File: config.mk
export PLATFORM = sky130hd
export DESIGN_NAME = mul_accumulator
export DESIGN_NICKNAME = d
export VERILOG_FILES = /design/src/rtl/mac_pkg.sv /design/src/rtl/acc_add_sat.sv /design/src/rtl/mul_accumulator.sv
export SDC_FILE = /design/constraint.sdc
export NUM_CORES = 1
export LEC_CHECK = 0
export BUFFER_PORTS_ARGS = -buffer_cell sky130_fd_sc_hd__clkbuf_2
export CORE_MARGIN = 1.5
export CORE_UTILIZATION = 55
export DETAILED_ROUTE_END_ITERATION = 16
export GPL_TIMING_DRIVEN = 0
export MAX_ROUTING_LAYER = met4
export PLACE_DENSITY = 0.84
export SETUP_SLACK_MARGIN = 0.3
export SLEW_MARGIN = 10
export SYNTH_ARGS = -nofsm -noshare
export SYNTH_HDL_FRONTEND = slang
export SYNTH_SLANG_ARGS = --single-unit
File: constraint.sdc
create_clock -name clk -period 5.1 [get_ports clk]
set_input_delay 0.51 -clock clk [delete_from_list [all_inputs] [get_ports clk]]
set_output_delay 0.51 -clock clk [all_outputs]
set_load 0.02 [all_outputs]
File: src/rtl/mac_pkg.sv
// mac_pkg: shared FSM states, default widths and saturation limits for mul_accumulator.
package mac_pkg;
  typedef enum logic [1:0] {
    IDLE  = 2'b00,
    ACCUM = 2'b01,
    HOLD  = 2'b10
  } state_e;
  localparam int ACC_W_DEF = 40;
  localparam int LEN_W_DEF = 8;
  localparam int SAT_W = 128;
  // Limits are returned as raw bit patterns; callers truncate to their accumulator width.
  function automatic logic [SAT_W-1:0] sat_max(input int w, input bit s);
    return s ? (SAT_W'(1) << (w - 1)) - SAT_W'(1) : (SAT_W'(1) << w) - SAT_W'(1);
  endfunction
  function automatic logic [SAT_W-1:0] sat_min(input int w, input bit s);
    return s ? SAT_W'(1) << (w - 1) : '0;
  endfunction
endpackage

File: src/rtl/acc_add_sat.sv
// acc_add_sat: extends a product, adds it to the accumulator and flags overflow.
// Clamps on overflow when ACC_SAT_EN is defined, otherwise wraps.
module acc_add_sat
  import mac_pkg::*;
#(
  parameter int WIDTH_MUL = 32,
  parameter int WIDTH_ACC = ACC_W_DEF,
  parameter int SIGNED    = 0
) (
  input  logic [WIDTH_ACC-1:0] acc,
  input  logic [WIDTH_MUL-1:0] product,
  output logic [WIDTH_ACC-1:0] sum,
  output logic                 ovf_bit
);
  logic [WIDTH_ACC-1:0] ext, wrap;
  logic [WIDTH_ACC:0]   raw;
  always_comb begin
    ext = SIGNED != 0 ? WIDTH_ACC'($signed(product)) : WIDTH_ACC'(product);
    raw = {1'b0, acc} + {1'b0, ext};
    wrap = raw[WIDTH_ACC-1:0];
    ovf_bit = SIGNED != 0 ? (acc[WIDTH_ACC-1] == ext[WIDTH_ACC-1]) && (wrap[WIDTH_ACC-1] != acc[WIDTH_ACC-1])
                          : raw[WIDTH_ACC];
`ifdef ACC_SAT_EN
    // Signed overflow direction follows the shared operand sign.
    sum = !ovf_bit ? wrap
        : (SIGNED != 0 && acc[WIDTH_ACC-1]) ? WIDTH_ACC'(sat_min(WIDTH_ACC, SIGNED != 0))
        : WIDTH_ACC'(sat_max(WIDTH_ACC, SIGNED != 0));
`else
    sum = wrap;
`endif
  end
endmodule

File: src/rtl/mul_accumulator.sv
// mul_accumulator: accumulates a programmable-length dot product and hands it off via valid/ready.
// Optional ACC_SAT_EN selects clamping instead of wrap-around on overflow.
module mul_accumulator
  import mac_pkg::*;
#(
  parameter int WIDTH_MUL = 32,
  parameter int WIDTH_ACC = ACC_W_DEF,
  parameter int LEN_W     = LEN_W_DEF,
  parameter int SIGNED    = 0
) (
  input  logic                 clk,
  input  logic                 rst_n,
  input  logic                 start,
  input  logic [LEN_W-1:0]     len,
  output logic                 ready_start,
  input  logic [WIDTH_MUL-1:0] product_in,
  input  logic                 product_vld,
  output logic [WIDTH_ACC-1:0] acc_out,
  output logic                 acc_vld,
  input  logic                 acc_rdy,
  output logic                 ovf
);
  state_e               state_q;
  logic [LEN_W-1:0]     len_q, cnt_q, cnt_d;
  logic [WIDTH_ACC-1:0] acc_q, acc_out_q, sum;
  logic                 ovf_q, ovf_bit, accept;
  acc_add_sat #(.WIDTH_MUL(WIDTH_MUL), .WIDTH_ACC(WIDTH_ACC), .SIGNED(SIGNED)) u_add (
    .acc(acc_q), .product(product_in), .sum(sum), .ovf_bit(ovf_bit)
  );
  assign ready_start = state_q == IDLE || (state_q == HOLD && acc_rdy);
  assign accept = start && ready_start;
  assign cnt_d = cnt_q + LEN_W'(1);
  assign acc_out = acc_out_q;
  assign acc_vld = state_q == HOLD;
  assign ovf = ovf_q;
  // Accepting a start wins over draining HOLD, giving back-to-back results.
  always_ff @(posedge clk) begin
    if (!rst_n) begin
      state_q   <= IDLE;
      len_q     <= '0;
      cnt_q     <= '0;
      acc_q     <= '0;
      acc_out_q <= '0;
      ovf_q     <= 1'b0;
    end else if (accept) begin
      len_q   <= len;
      cnt_q   <= '0;
      acc_q   <= '0;
      ovf_q   <= 1'b0;
      state_q <= len == '0 ? HOLD : ACCUM;
      if (len == '0) acc_out_q <= '0;
    end else if (state_q == ACCUM && product_vld) begin
      acc_q <= sum;
      ovf_q <= ovf_q | ovf_bit;
      cnt_q <= cnt_d;
      if (cnt_d == len_q) begin
        state_q   <= HOLD;
        acc_out_q <= sum;
      end
    end else if (state_q == HOLD && acc_rdy) begin
      state_q <= IDLE;
    end
  end
endmodule

==> results.cfg, run 1 <==
[global_route]
grt-ovfl-total = 0
grt_pass1_vias = 5178
antenna_found_initial = 0
grt_pass1_wl_um = 24900
grt_use_total = 0.287
grt_max_degree = 18

[setup_path]
critPathMostFrequentCell = o21ai_0
path_depth = 10
required_ps = 5390
crit_arrival_ps = 3770
reg2reg_depth = 10
worstPathCellList = ha_1, fa_1, a21oi_1, o22ai_1, a2111oi_0, o21ai_0, o211ai_1, o21ai_0, xnor2_1, o21ai_0
timing.rr.end = acc_q[28]
critPathKind = reg -> reg
worstReg2RegStart = acc_q[0]
worst_setup_path_start_kind = flip-flop
crit_fanout = 3
slowest_stage = a2111oi_0
cp_top_family = compound AO/OA/AOI/OAI gates
worst-path-buf-inv = 0
r2r_slack_ps = 1610
endpoint_kind = flip-flop
slowest_delay_ps = 780

[logic_synthesis]
syn_area_um2 = 5830
synth_cell_types = 59
ys_ff_latch = 99
postSynth.asyncResetShare = 0
ys.warnings.count = 0
syn_nets = 825
syn_area_per_cell_um2 = 7.82
ys.flop_type = dfxtp_1
synth_edf_count = 0
synth-seq-area-share = 0.340
netlist_instances = 746

[finish]
drive_above_1_share = 0.133
stdcell_count = 985
fin_area_um2 = 6630
regArea_um2 = 1980
fillers = 950
multiInputGateArea_um2 = 3660
final_util = 0.643
antenna_cells = 0
syn_to_final_growth_pct = 13.7
nets = 923

[detailed_routing]
via_per_inst = 5.92
drt_iter0_markers = 387
ant_nets = 0
wl_per_cell_um = 15.7
dr.pass1.iters = 5
via_count = 5832
drcViolationCount = 0
totalWireLength_um = 15400

[clock_tree]
post_cts_buffers = 0
clkTransAtPathRegs_ps = 100
h-tree-depth = 3
cts_resized = 0
cts_sinks = 99
clkLatencyLatePin_ps = 400
numCtsBuffers = 9
cts_tree = done
cts_buffer_depth = 2
postCtsHoldBufs = 0
clockRootBuffer = clkbuf_8

[pwr]
p_int_mw = 1.10
switchingPower_mw = 0.495
pwr-share-seq = 0.504
p_comb_frac = 0.175
power_per_cell_area_nw_per_um2 = 240
p_sw_frac = 0.311
p_leak_nw = 2.70
clockPowerShare = 0.322
irDropWorstVdd_uv = 176

[timing]
skew_ps = 19.9
setup_tns_ps = 0
fmax_mhz = 287
hold_viol = 0
drv_slew = 0
maxSlewHeadroom = 0.407
tightest_slew_ps = 867
fin_crit_sh = 0.684
rsz0062_at_grt = no
setup_violations = 0
period_minus_slack_ps = 3490

[place]
gp_congestion = 0.941
dp_hpwl_um = 11600
dpl_cell_area_um2 = 6440
io_buffer_count = 87
dp_cells = 969

[floorplanning]
core_um2 = 10300
die_width_um = 106
start_util = 0.565
pin_count = 88
die_area_um2 = 11200
dieHeight_um = 106
rows = 37

[min_path]
hp-class = in -> reg
holdPathEnd = len_q[3]
whs_path_depth = 3
worstHoldStart = len[3]

[run_status]
status = complete, no violations

[run]
maxCapViolations = 0
==> sequential cells by signal, indices dropped and copies added, names as in the netlist <==
name     count
state_q      2
ovf          1
len_q        8
acc_out     40
cnt_q        8
acc_q       40
==> layout make-up <==
type                    instances  share of cell area
well taps                     136              0.0257
multi-input cells             597               0.552
clock buffers                  11              0.0228
plain buffers                  40              0.0232
clock inverters                 5             0.00660
inverters                      10             0.00566
repair buffers                 87              0.0656
flip-flops and latches         99               0.299
==> placed cells by master, fill, tap and decap left out, types with 8 or more instances in the layout <==
cell type,instances
o211ai_1,14
and2_1,13
xnor2_1,26
ha_1,33
nor3_1,15
clkbuf_1,33
clkbuf_8,11
dfxtp_1,99
nor2_1,48
inv_1,10
o31ai_1,8
xor2_1,15
and3_1,11
nand3_1,52
a21o_1,20
a21oi_1,72
nand2_1,111
or4_1,8
a21boi_0,20
nor2b_1,12
o21ai_0,33
clkbuf_2,87
or3_1,11
==> worst max-delay path by stage <==
stage,startpoint,end,slack (ps)
6_report,acc_q[0],acc_q[28],1610
4_1_cts,acc_q[0],acc_q[28],1670
3_3_place_gp,product_in[0],acc_q[28],1440
3_5_place_dp,product_in[0],acc_q[28],1360
2_1_floorplan,product_in[0],acc_out[24],2060
5_1_grt,acc_q[0],acc_q[28],1430
==> logic make-up after synthesis <==
logic type | synth area share
xor+xnor | 0.0616
flops | 0.340
buf+inv | 0.0328
compound gates | 0.245
fa+ha+maj | 0.0742
simple gates | 0.246
==> per-layer routing <==
metal / share of wire / track usage
met5: 0 / -
met1: 0.47 / 0.373
met3: 0.065 / 0.0411
met4: 0.028 / 0.135
met2: 0.44 / 0.441
==> power groups by stage <==
stage	registers, mW	logic (mW)	clock network (mW)
6_report	0.801	0.278	0.511
3_3_place_gp	0.818	0.269	0
2_1_floorplan	0.819	0.187	0
3_5_place_dp	0.819	0.271	0
5_1_grt	0.803	0.306	0.547
4_1_cts	0.801	0.273	0.514
==> synthesized netlist by cell type (2+ instances only) <==
| cell | instances | area (µm²) |
|---|---|---|
| a2111oi_0 | 2 | 17.5 |
| a211oi_1 | 5 | 37.5 |
| a21boi_0 | 20 | 150 |
| a21o_1 | 20 | 150 |
| a21oi_1 | 72 | 360 |
| a31o_2 | 3 | 26.3 |
| a31oi_1 | 5 | 31.3 |
| a32oi_1 | 4 | 35.0 |
| and2_1 | 13 | 81.3 |
| and3_1 | 11 | 68.8 |
| buf_1 | 4 | 15.0 |
| buf_2 | 3 | 15.0 |
| clkbuf_1 | 33 | 124 |
| dfxtp_1 | 99 | 1980 |
| ha_1 | 33 | 413 |
| inv_1 | 10 | 37.5 |
| nand2_1 | 111 | 417 |
| nand2b_1 | 2 | 12.5 |
| nand3_1 | 52 | 260 |
| nand4_1 | 7 | 43.8 |
| nand4b_1 | 2 | 17.5 |
| nor2_1 | 48 | 180 |
| nor2b_1 | 12 | 75.1 |
| nor3_1 | 15 | 75.1 |
| nor4_1 | 4 | 25.0 |
| o2111ai_1 | 5 | 43.8 |
| o211ai_1 | 14 | 105 |
| o21a_1 | 3 | 22.5 |
| o21ai_0 | 33 | 165 |
| o21ai_1 | 2 | 10.0 |
| o21bai_1 | 6 | 45.0 |
| o311ai_0 | 2 | 17.5 |
| o31ai_1 | 8 | 60.1 |
| o41ai_1 | 2 | 17.5 |
| or3_1 | 11 | 68.8 |
| or4_1 | 8 | 60.1 |
| xnor2_1 | 26 | 228 |
| xor2_1 | 15 | 131 |
==> through the flow <==
step	setup slack, ps	hold WS [ps]	power (mW)
after CTS	1670	346	1.59
after global placement	1440	433	1.09
after detailed placement	1360	442	1.09
final	1610	355	1.59
after global routing	1430	364	1.66
after floorplan	2060	436	1.01
==> worst register-to-register path, cell delays in order, from the launching register on <==
cell       delay [ps]
dfxtp_1           330
ha_1              210
fa_1              410
a21oi_1           210
o22ai_1           190
a2111oi_0         780
o21ai_0           300
o211ai_1          400
o21ai_0           210
xnor2_1           230
o21ai_0           110
Power figures use the tool's default switching activity.
==> inputs of run 2 (changes only) <==
Clock period 5.1 ns to 3.3 ns, I/O delays scaled along.
==> results.cfg, run 2 (same netlist as run 1, synthesis figures left out) <==
[finish]
antenna_cells = 0
syn_to_final_growth_pct = 16.6
layout_commonest_cell = nand2_1
final_cell_mix = nand2_1, dfxtp_1, clkbuf_2
final_util = 0.659
drive_above_1_share = 0.164
fillers = 924
stdcell_count = 991
nets = 929

[global_route]
grt_max_degree = 18
grt_pass1_vias = 5219
grt_pass1_wl_um = 25100
grt-ovfl-total = 0
grt_use_total = 0.289
antenna_found_initial = 0

[timing]
hold_viol = 0
drv_slew = 0
setup_tns_ps = 0
timing.final.ws_setup_ps = 408
maxSlewHeadroom = 0.507
setup_violations = 0
fin_crit_sh = 0.876
period_minus_slack_ps = 2890
rsz0062_at_grt = yes
fmax_mhz = 346
tightest_slew_ps = 735
skew_ps = 18.5

[min_path]
whs_path_depth = 3
hp-class = in -> reg
worstHoldStart = len[5]
holdPathEnd = len_q[5]

[detailed_routing]
drt_iter0_markers = 395
drcViolationCount = 0
totalWireLength_um = 15800
dr.pass1.iters = 5
wl_per_cell_um = 15.9
via_per_inst = 5.97
via_count = 5913
ant_nets = 0

[pwr]
p_leak_nw = 2.76
p_total_mw = 2.47
power_per_cell_area_nw_per_um2 = 363
irDropWorstVdd_uv = 275

[setup_path]
crit_fanout = 8
worst_setup_path_start_kind = flip-flop
r2r_slack_ps = 410
required_ps = 3630
reg2reg_depth = 11
timing.rr.end = acc_q[36]
endpoint_kind = flip-flop
critPathKind = reg -> reg
crit_arrival_ps = 3220
worstReg2RegStart = acc_q[9]

[place]
dp_cells = 969
post-place-ws_ps = -259
io_buffer_count = 87
gp_congestion = 0.941
dp_hpwl_um = 11600

[clock_tree]
clkLatencyLatePin_ps = 400
h-tree-depth = 3
numCtsBuffers = 9
clockRootBuffer = clkbuf_8
cts_buffer_depth = 2
postCtsHoldBufs = 0
clkTransAtPathRegs_ps = 100
cts_sinks = 99
cts_tree = done

[floorplanning]
start_util = 0.565
die_area_um2 = 11200
rows = 37
core_um2 = 10300
dieHeight_um = 106
pin_count = 88
die_width_um = 106

[run]
maxCapViolations = 0

[run_status]
status = complete, no violations
==> run 2: worst max-delay path, cell delays in order (launching register included) <==
cell and delay [ps]:
dfxtp_1 330, ha_1 260, clkbuf_1 270, nand4_1 220, nor2_2 240, nand4_1 150, a31oi_1 300, o21a_1 270
o211ai_1 130, buf_4 190, or3_1 310, a21oi_1 150
==> run 2: how the worst max path moves through the flow <==
stage | startpoint | slack [ps] | depth (start not counted) | to
after floorplan | product_in[0] | 440 | 10 | acc_out[24]
after global placement | product_in[0] | -180 | 11 | acc_q[28]
after detailed placement | product_in[0] | -260 | 11 | acc_q[28]
after CTS | cnt_q[1] | 330 | 10 | acc_out[38]
after global routing | acc_q[9] | 230 | 11 | acc_q[38]
final | acc_q[9] | 410 | 11 | acc_q[36]
==> run 2: what timing repair did <==
action / in CTS / in global routing
resized for setup: 7 / 26
gates cloned: 0 / 0
pin swaps: 2 / 2
buffers inserted: 3 / 3
setup endpoints to repair: 41 / 39
==> run 2: layer usage <==
layer | track usage | up-vias | part of all wire
met5 | - | - | 0
li1 | - | 2907 | -
met4 | 0.130 | 0 | 0.028
met1 | 0.372 | 2738 | 0.46
met2 | 0.451 | 232 | 0.45
met3 | 0.0417 | 36 | 0.064
==> run 2: per-stage QoR <==
step | cell area, µm² | hold slack [ps]
after floorplan | 5830 | 436
after global placement | 6440 | 433
after detailed placement | 6440 | 442
after CTS | 6680 | 166
after global routing | 6800 | 184
final | 6800 | 171
==> run 2: where the power goes <==
group	total [mW]	internal (mW)	switching [mW]
Combinational	0.443	0.155	0.288
Clock	0.788	0.325	0.463
Sequential	1.24	1.22	0.0178
==> run 2: area by class of cell <==
class                      count  area [µm²]  area share
buffer                        40         163      0.0239
clock buffer                  11         151      0.0223
clock inverter                 5        43.8     0.00644
inverter                      10        37.5     0.00552
multi-input combinational    597        3760       0.554
sequential                    99        1990       0.293
tap                          136         170      0.0250
timing repair buffer          93         480      0.0707
